==> src/rtl/control_up_down.sv <==
// control_up_down
//   Command front end for the up/down counter. Two raw push-buttons are
//   synchronised, debounced as a 2-bit code, and arbitrated by a small FSM.
//   The FSM emits one-cycle enable pulses with a registered direction level.
//
//   Optional feature: define CONTROL_UP_DOWN_AUTOREPEAT_EN to build the
//   hold-to-repeat timer. With the macro undefined, a held key yields exactly
//   one pulse and REPEAT_DELAY / REPEAT_PERIOD have no effect.
//
//   Ports
//     clock     in   system clock, rising edge
//     reset     in   asynchronous, active-low reset
//     btn_up    in   raw up key, active-high, asynchronous, may bounce
//     btn_down  in   raw down key, active-high, asynchronous, may bounce
//     enable    out  one-cycle step request to the counter
//     up_down   out  direction to the counter (1 = up, 0 = down)
//     busy      out  high whenever the FSM is not IDLE
module control_up_down #(
    parameter int SYNC_STAGES     = 2,
    parameter int DEBOUNCE_CYCLES = 1000,
    parameter int REPEAT_DELAY    = 50000,
    parameter int REPEAT_PERIOD   = 10000
) (
    input  logic clock,
    input  logic reset,
    input  logic btn_up,
    input  logic btn_down,
    output logic enable,
    output logic up_down,
    output logic busy
);

    localparam int CW = $clog2(DEBOUNCE_CYCLES + 1);
    localparam logic [CW-1:0] DB_MAX  = CW'(DEBOUNCE_CYCLES);
    localparam logic [CW-1:0] DB_LAST = CW'(DEBOUNCE_CYCLES - 1);

    localparam logic [1:0] C_NONE = 2'b00;
    localparam logic [1:0] C_DOWN = 2'b01;
    localparam logic [1:0] C_UP   = 2'b10;
    localparam logic [1:0] C_BOTH = 2'b11;

    if (SYNC_STAGES < 2 || DEBOUNCE_CYCLES < 1 || REPEAT_DELAY < 2 || REPEAT_PERIOD < 2) begin : g_bad_param
        $error("control_up_down: parameter out of range");
    end

    typedef enum logic [1:0] {IDLE, FIRE, HOLD, WAIT_REL} state_t;

    // ---------------- synchroniser ----------------
    logic [SYNC_STAGES-1:0] sync_up, sync_dn;
    logic [1:0]             code;

    always_ff @(posedge clock or negedge reset) begin
        if (!reset) begin
            sync_up <= '0;
            sync_dn <= '0;
        end else begin
            sync_up <= {sync_up[SYNC_STAGES-2:0], btn_up};
            sync_dn <= {sync_dn[SYNC_STAGES-2:0], btn_down};
        end
    end

    assign code = {sync_up[SYNC_STAGES-1], sync_dn[SYNC_STAGES-1]};

    // ---------------- debouncer ----------------
    logic [1:0]    code_prev, dcode;
    logic [CW-1:0] db_cnt;

    // db_cnt counts consecutive equal samples beyond the first; once it has
    // reached DEBOUNCE_CYCLES-1 the current matching sample completes the
    // stable run, so dcode is loaded on that same edge.
    always_ff @(posedge clock or negedge reset) begin
        if (!reset) begin
            code_prev <= C_NONE;
            dcode     <= C_NONE;
            db_cnt    <= '0;
        end else begin
            code_prev <= code;
            if (code != code_prev) begin
                db_cnt <= '0;
            end else begin
                if (db_cnt != DB_MAX) db_cnt <= db_cnt + CW'(1);
                if (db_cnt >= DB_LAST) dcode <= code;
            end
        end
    end

    // ---------------- FSM ----------------
    state_t state_q, state_d;
    logic   opposite;

    // A direction other than the one latched at the first pulse.
    assign opposite = up_down ? (dcode == C_DOWN) : (dcode == C_UP);

`ifdef CONTROL_UP_DOWN_AUTOREPEAT_EN
    localparam int RMAX = (REPEAT_DELAY > REPEAT_PERIOD) ? REPEAT_DELAY : REPEAT_PERIOD;
    localparam int TW   = $clog2(RMAX + 1);

    logic [TW-1:0] rpt_timer;
    logic          rpt_again;   // current FIRE was entered from HOLD

    // Loaded during FIRE with N-2: FIRE itself plus the final HOLD cycle at
    // timer==0 make the pulse spacing exactly N cycles.
    always_ff @(posedge clock or negedge reset) begin
        if (!reset) begin
            rpt_timer <= '0;
            rpt_again <= 1'b0;
        end else begin
            if (state_d == FIRE) rpt_again <= (state_q == HOLD);
            if (state_q == FIRE)
                rpt_timer <= rpt_again ? TW'(REPEAT_PERIOD - 2) : TW'(REPEAT_DELAY - 2);
            else if (state_q == HOLD && rpt_timer != '0)
                rpt_timer <= rpt_timer - TW'(1);
        end
    end
`endif

    always_ff @(posedge clock or negedge reset) begin
        if (!reset) state_q <= IDLE;
        else        state_q <= state_d;
    end

    always_comb begin
        state_d = state_q;
        case (state_q)
            IDLE: begin
                if (dcode == C_UP || dcode == C_DOWN) state_d = FIRE;
                else if (dcode == C_BOTH)             state_d = WAIT_REL;
            end
            FIRE: state_d = HOLD;
            HOLD: begin
                if (dcode == C_NONE)                   state_d = IDLE;
                else if (dcode == C_BOTH || opposite)  state_d = WAIT_REL;
`ifdef CONTROL_UP_DOWN_AUTOREPEAT_EN
                else if (rpt_timer == '0)              state_d = FIRE;
`endif
            end
            WAIT_REL: if (dcode == C_NONE) state_d = IDLE;
            default:  state_d = IDLE;
        endcase
    end

    // ---------------- registered outputs ----------------
    always_ff @(posedge clock or negedge reset) begin
        if (!reset) begin
            enable  <= 1'b0;
            up_down <= 1'b1;
        end else begin
            enable <= (state_d == FIRE);
            // Direction is latched only on a fresh press; repeats keep it.
            if (state_q == IDLE && state_d == FIRE) up_down <= (dcode == C_UP);
        end
    end

    assign busy = (state_q != IDLE);

endmodule

==> config.mk <==
export PLATFORM = sky130hd
export DESIGN_NAME = control_up_down
export DESIGN_NICKNAME = d
export VERILOG_FILES = /design/src/rtl/control_up_down.sv
export SDC_FILE = /design/constraint.sdc
export NUM_CORES = 1
export LEC_CHECK = 0
export CELL_PAD_IN_SITES_DETAIL_PLACEMENT = 0
export CELL_PAD_IN_SITES_GLOBAL_PLACEMENT = 2
export CORE_MARGIN = 3
export CORE_UTILIZATION = 35
export CTS_BUF_LIST = sky130_fd_sc_hd__clkbuf_4 sky130_fd_sc_hd__clkbuf_8
export DETAILED_ROUTE_END_ITERATION = 16
export GPL_TIMING_DRIVEN = 1
export PLACE_DENSITY_LB_ADDON = 0.25
export SLEW_MARGIN = 20
export SYNTH_ARGS = -nofsm -noshare
export SYNTH_HDL_FRONTEND = slang
export SYNTH_SLANG_ARGS = --single-unit
==> constraint.sdc <==
create_clock -name clock -period 1.41 [get_ports clock]
set_input_delay 0.282 -clock clock [delete_from_list [all_inputs] [get_ports clock]]
set_output_delay 0.282 -clock clock [all_outputs]
set_load 0.02 [all_outputs]
==> impl_metrics.ini <==
[power_and_ir_drop]
seqPwrFrac = 0.536
pwr-share-comb = 0.068
irDropWorstVdd_mv = 0.588
leakagePower_uw = 0.000584
switching_share = 0.206
p_clk_frac = 0.395
power_switching_uw = 253
powerDensity_nw_per_um2 = 926
p_int_uw = 974

[yosys]
yosys_warnings = 0
synth_compound_area_frac = 0.0508
syn_area_per_cell_um2 = 10.9
synthMuxAreaShare = 0.0445
ys_ff_latch = 22
synth_fa_ha_area_frac = 0.0635
synth_top_family_by_area = simple AND/OR/NAND/NOR gates
synth-seq-area-share = 0.560
syn_area_um2 = 985
synthesis.nets = 99
synthDistinctLibCells = 24
yosys.area_share.simple = 0.166
yosys.area_share.xor_xnor = 0.0801
netlist_instances = 90

[timing]
finClkSkew_ns = 0.00914
post-route-min-period_ns = 1.40
tightest_slew_ns = 0.279
rsz0062_at_grt = true
hold_viol = 0
max_clock_freq_mhz = 716
period_share = 0.990
setup_viol = 0
final_max_slew_viol_count = 0
slew_headroom = 0.814
hold_ws_ns = 0.301

[worst_setup_path]
max_stage_delay_ns = 0.42
path_cells = xnor2_1 > nand2_1 > nor3_4 > mux2_2
cp-end-kind = flop
path_class = reg2reg
critPathLaunchType = flop
cp.arrival_ns = 1.61
worstPathRequired_ns = 1.62
cp_max_fo = 3
crit_slowest_cell = dfrtp_1

[floorplan]
start_util = 0.384
die_area_um2 = 3490
core_area_um2 = 2570
die_height_um = 59.0
io_pins = 7
die_w_um = 59.0
fp-row-count = 18

[global_route]
antenna_found_initial = 0
grt_pass1_vias = 678
grt_max_degree = 23
grt_pass1_wl_um = 2920
overflow = 0
track_usage = 0.114

[detailed_routing]
drtAntennaViolNets = 0
drc_errors = 0
avgRoutedWirePerCell_um = 12.2
wirelength_um = 1770
drt_iter0_markers = 20
drtPass1Iterations = 4
vias_per_cell = 4.82
vias = 703

[clocking]
cts-buffers-inserted = 3
cts_hold_buf = 0
clock_latency_ns = 0.31
cts.htree.levels = 1
root_buffer = clkbuf_4
cts_tree = yes
clkSinkCount = 22
path_clk_slew_ns = 0.13
clockBufferDepth = 2

[placement]
dpl.hpwl_um = 1230
portBuffers = 6
gp_congestion = 0.794
placed_cells = 137

[min_path]
hold_class = in2async

[layout]
syn_to_final_growth_pct = 34.6
fin_cells = 146
drive_gt1_frac = 0.371
fillerInstances = 239
nNetsFinal = 126
n_antenna_cell = 0

[status]
status = finished clean

[flow_run]
maxCapViolations = 0
-- registers in the layout, indices dropped and copies added, names as in the netlist --
register and count:
sync_dn 2, enable 1, state_q 2, dcode 2, sync_up 2, code_prev 2
db_cnt 10, up_down 1
-- layer usage --
metal  track usage  share of wire  up-vias
li1              -              -      349
met2         0.175           0.48        6
met3        0.0196          0.027        2
met1         0.157           0.49      346
met5             0              0        -
met4        0.0485         0.0073        0
-- synth_stat cells --
library cell	n	area (um2)
nand3b_1	1	7.51
nor4_1	1	6.26
xnor2_1	7	61.3
nand2_1	4	15.0
a21oi_1	3	15.0
inv_1	8	30.0
nand3_1	5	25.0
and4bb_2	1	12.5
dfrtp_1	21	526
clkbuf_1	1	3.75
nand2b_1	2	12.5
o21ai_0	4	20.0
and4_1	1	8.76
nor2_1	13	48.8
nor3_2	1	10.0
dfstp_2	1	26.3
nand4_1	1	6.26
nor3_1	1	5.00
mux2i_1	1	10.0
ha_1	5	62.6
mux2_2	3	33.8
a211oi_1	2	15.0
or3_1	1	6.26
xor2_1	2	17.5
-- power groups by stage --
| stage | logic, uW | registers [uW] | clock network [uW] |
|---|---|---|---|
| 6_report | 84.0 | 658 | 485 |
| 3_3_place_gp | 69.1 | 667 | 0 |
| 2_1_floorplan | 28.5 | 667 | 0 |
| 3_5_place_dp | 70.4 | 667 | 0 |
| 4_1_cts | 74.3 | 655 | 503 |
| 5_1_grt | 93.6 | 661 | 532 |
-- placed cells by master, fill, tap and decap left out, drive strengths merged --
| master | n |
|---|---|
| nand2b | 2 |
| nor4 | 1 |
| bufinv | 1 |
| nand2 | 4 |
| xnor2 | 7 |
| nand3 | 5 |
| dlygate4sd2 | 1 |
| o21ai | 4 |
| buf | 19 |
| inv | 8 |
| xor2 | 2 |
| or3 | 1 |
| dfstp | 1 |
| ha | 5 |
| clkbuf | 3 |
| nand3b | 1 |
| and4 | 1 |
| clkdlybuf4s50 | 3 |
| nor2 | 13 |
| mux2i | 1 |
| nor3 | 2 |
| mux2 | 3 |
| a211oi | 2 |
| dfrtp | 21 |
| and4bb | 1 |
| a21oi | 3 |
| nand4 | 1 |
-- stage by stage --
stage          instance area (um2)  total power (uW)  setup slack [ns]   util  TNS [ns]
2_1_floorplan                  985               695            0.0198      -         0
3_3_place_gp                  1170               736           -0.0104  0.455   -0.0104
3_5_place_dp                  1170               738           -0.0303  0.455   -0.0578
4_1_cts                       1230              1230          0.000646  0.479         0
5_1_grt                       1330              1290           -0.0454  0.516    -0.143
6_report                      1330              1230            0.0136  0.516         0
-- critical path: cells and delay by family, from the launching register on --
family / cells / cell delay [ns]
multiplexers: 1 / 0.36
flip-flops: 1 / 0.42
XOR/XNOR: 1 / 0.15
AND/OR/NAND/NOR: 2 / 0.37
-- repair_timing --
action	CTS	global route
setup endpoints to repair	6	10
resized for setup	9	22
pin swaps	1	8
buffers inserted	1	4
-- worst paths after layout --
kind                                       from                    to  slack [ns]  cells past startpoint
setup / recovery           sync_up[1]$_DFF_PN0_  dcode[1]$_DFFE_PN0P_        0.01                      4
hold reg to reg            sync_dn[0]$_DFF_PN0_  sync_dn[1]$_DFF_PN0_        0.37                      0
min in group clock         sync_dn[0]$_DFF_PN0_  sync_dn[1]$_DFF_PN0_        0.37                      0
max in group asynchronous                 reset   up_down$_DFFE_PN1P_        0.83                      2
setup reg to reg           sync_up[1]$_DFF_PN0_  dcode[1]$_DFFE_PN0P_        0.01                      4
hold / removal                            reset  state_q[0]$_DFF_PN0_        0.30                      2
-- logic make-up (layout without fill, tap and decap cells) --
group | count (synthesis) | count (layout)
AO/OA/AOI/OAI | 9 | 9
flip-flops | 22 | 22
AND/OR/NAND/NOR | 32 | 32
buffers and inverters | 9 | 35
adder cells (fa/ha/maj) | 5 | 5
multiplexers | 4 | 4
XOR/XNOR | 9 | 9
-- cell type report --
type / count / area (um2) / area share
clock inverter: 1 / 30.0 / 0.0227
tap: 30 / 37.5 / 0.0283
timing repair buffer: 23 / 186 / 0.141
multi-input combinational: 59 / 464 / 0.350
clock buffer: 3 / 22.5 / 0.0170
sequential: 22 / 554 / 0.418
inverter: 8 / 30.0 / 0.0227
Note: power is estimated with default switching activity, not from simulation.
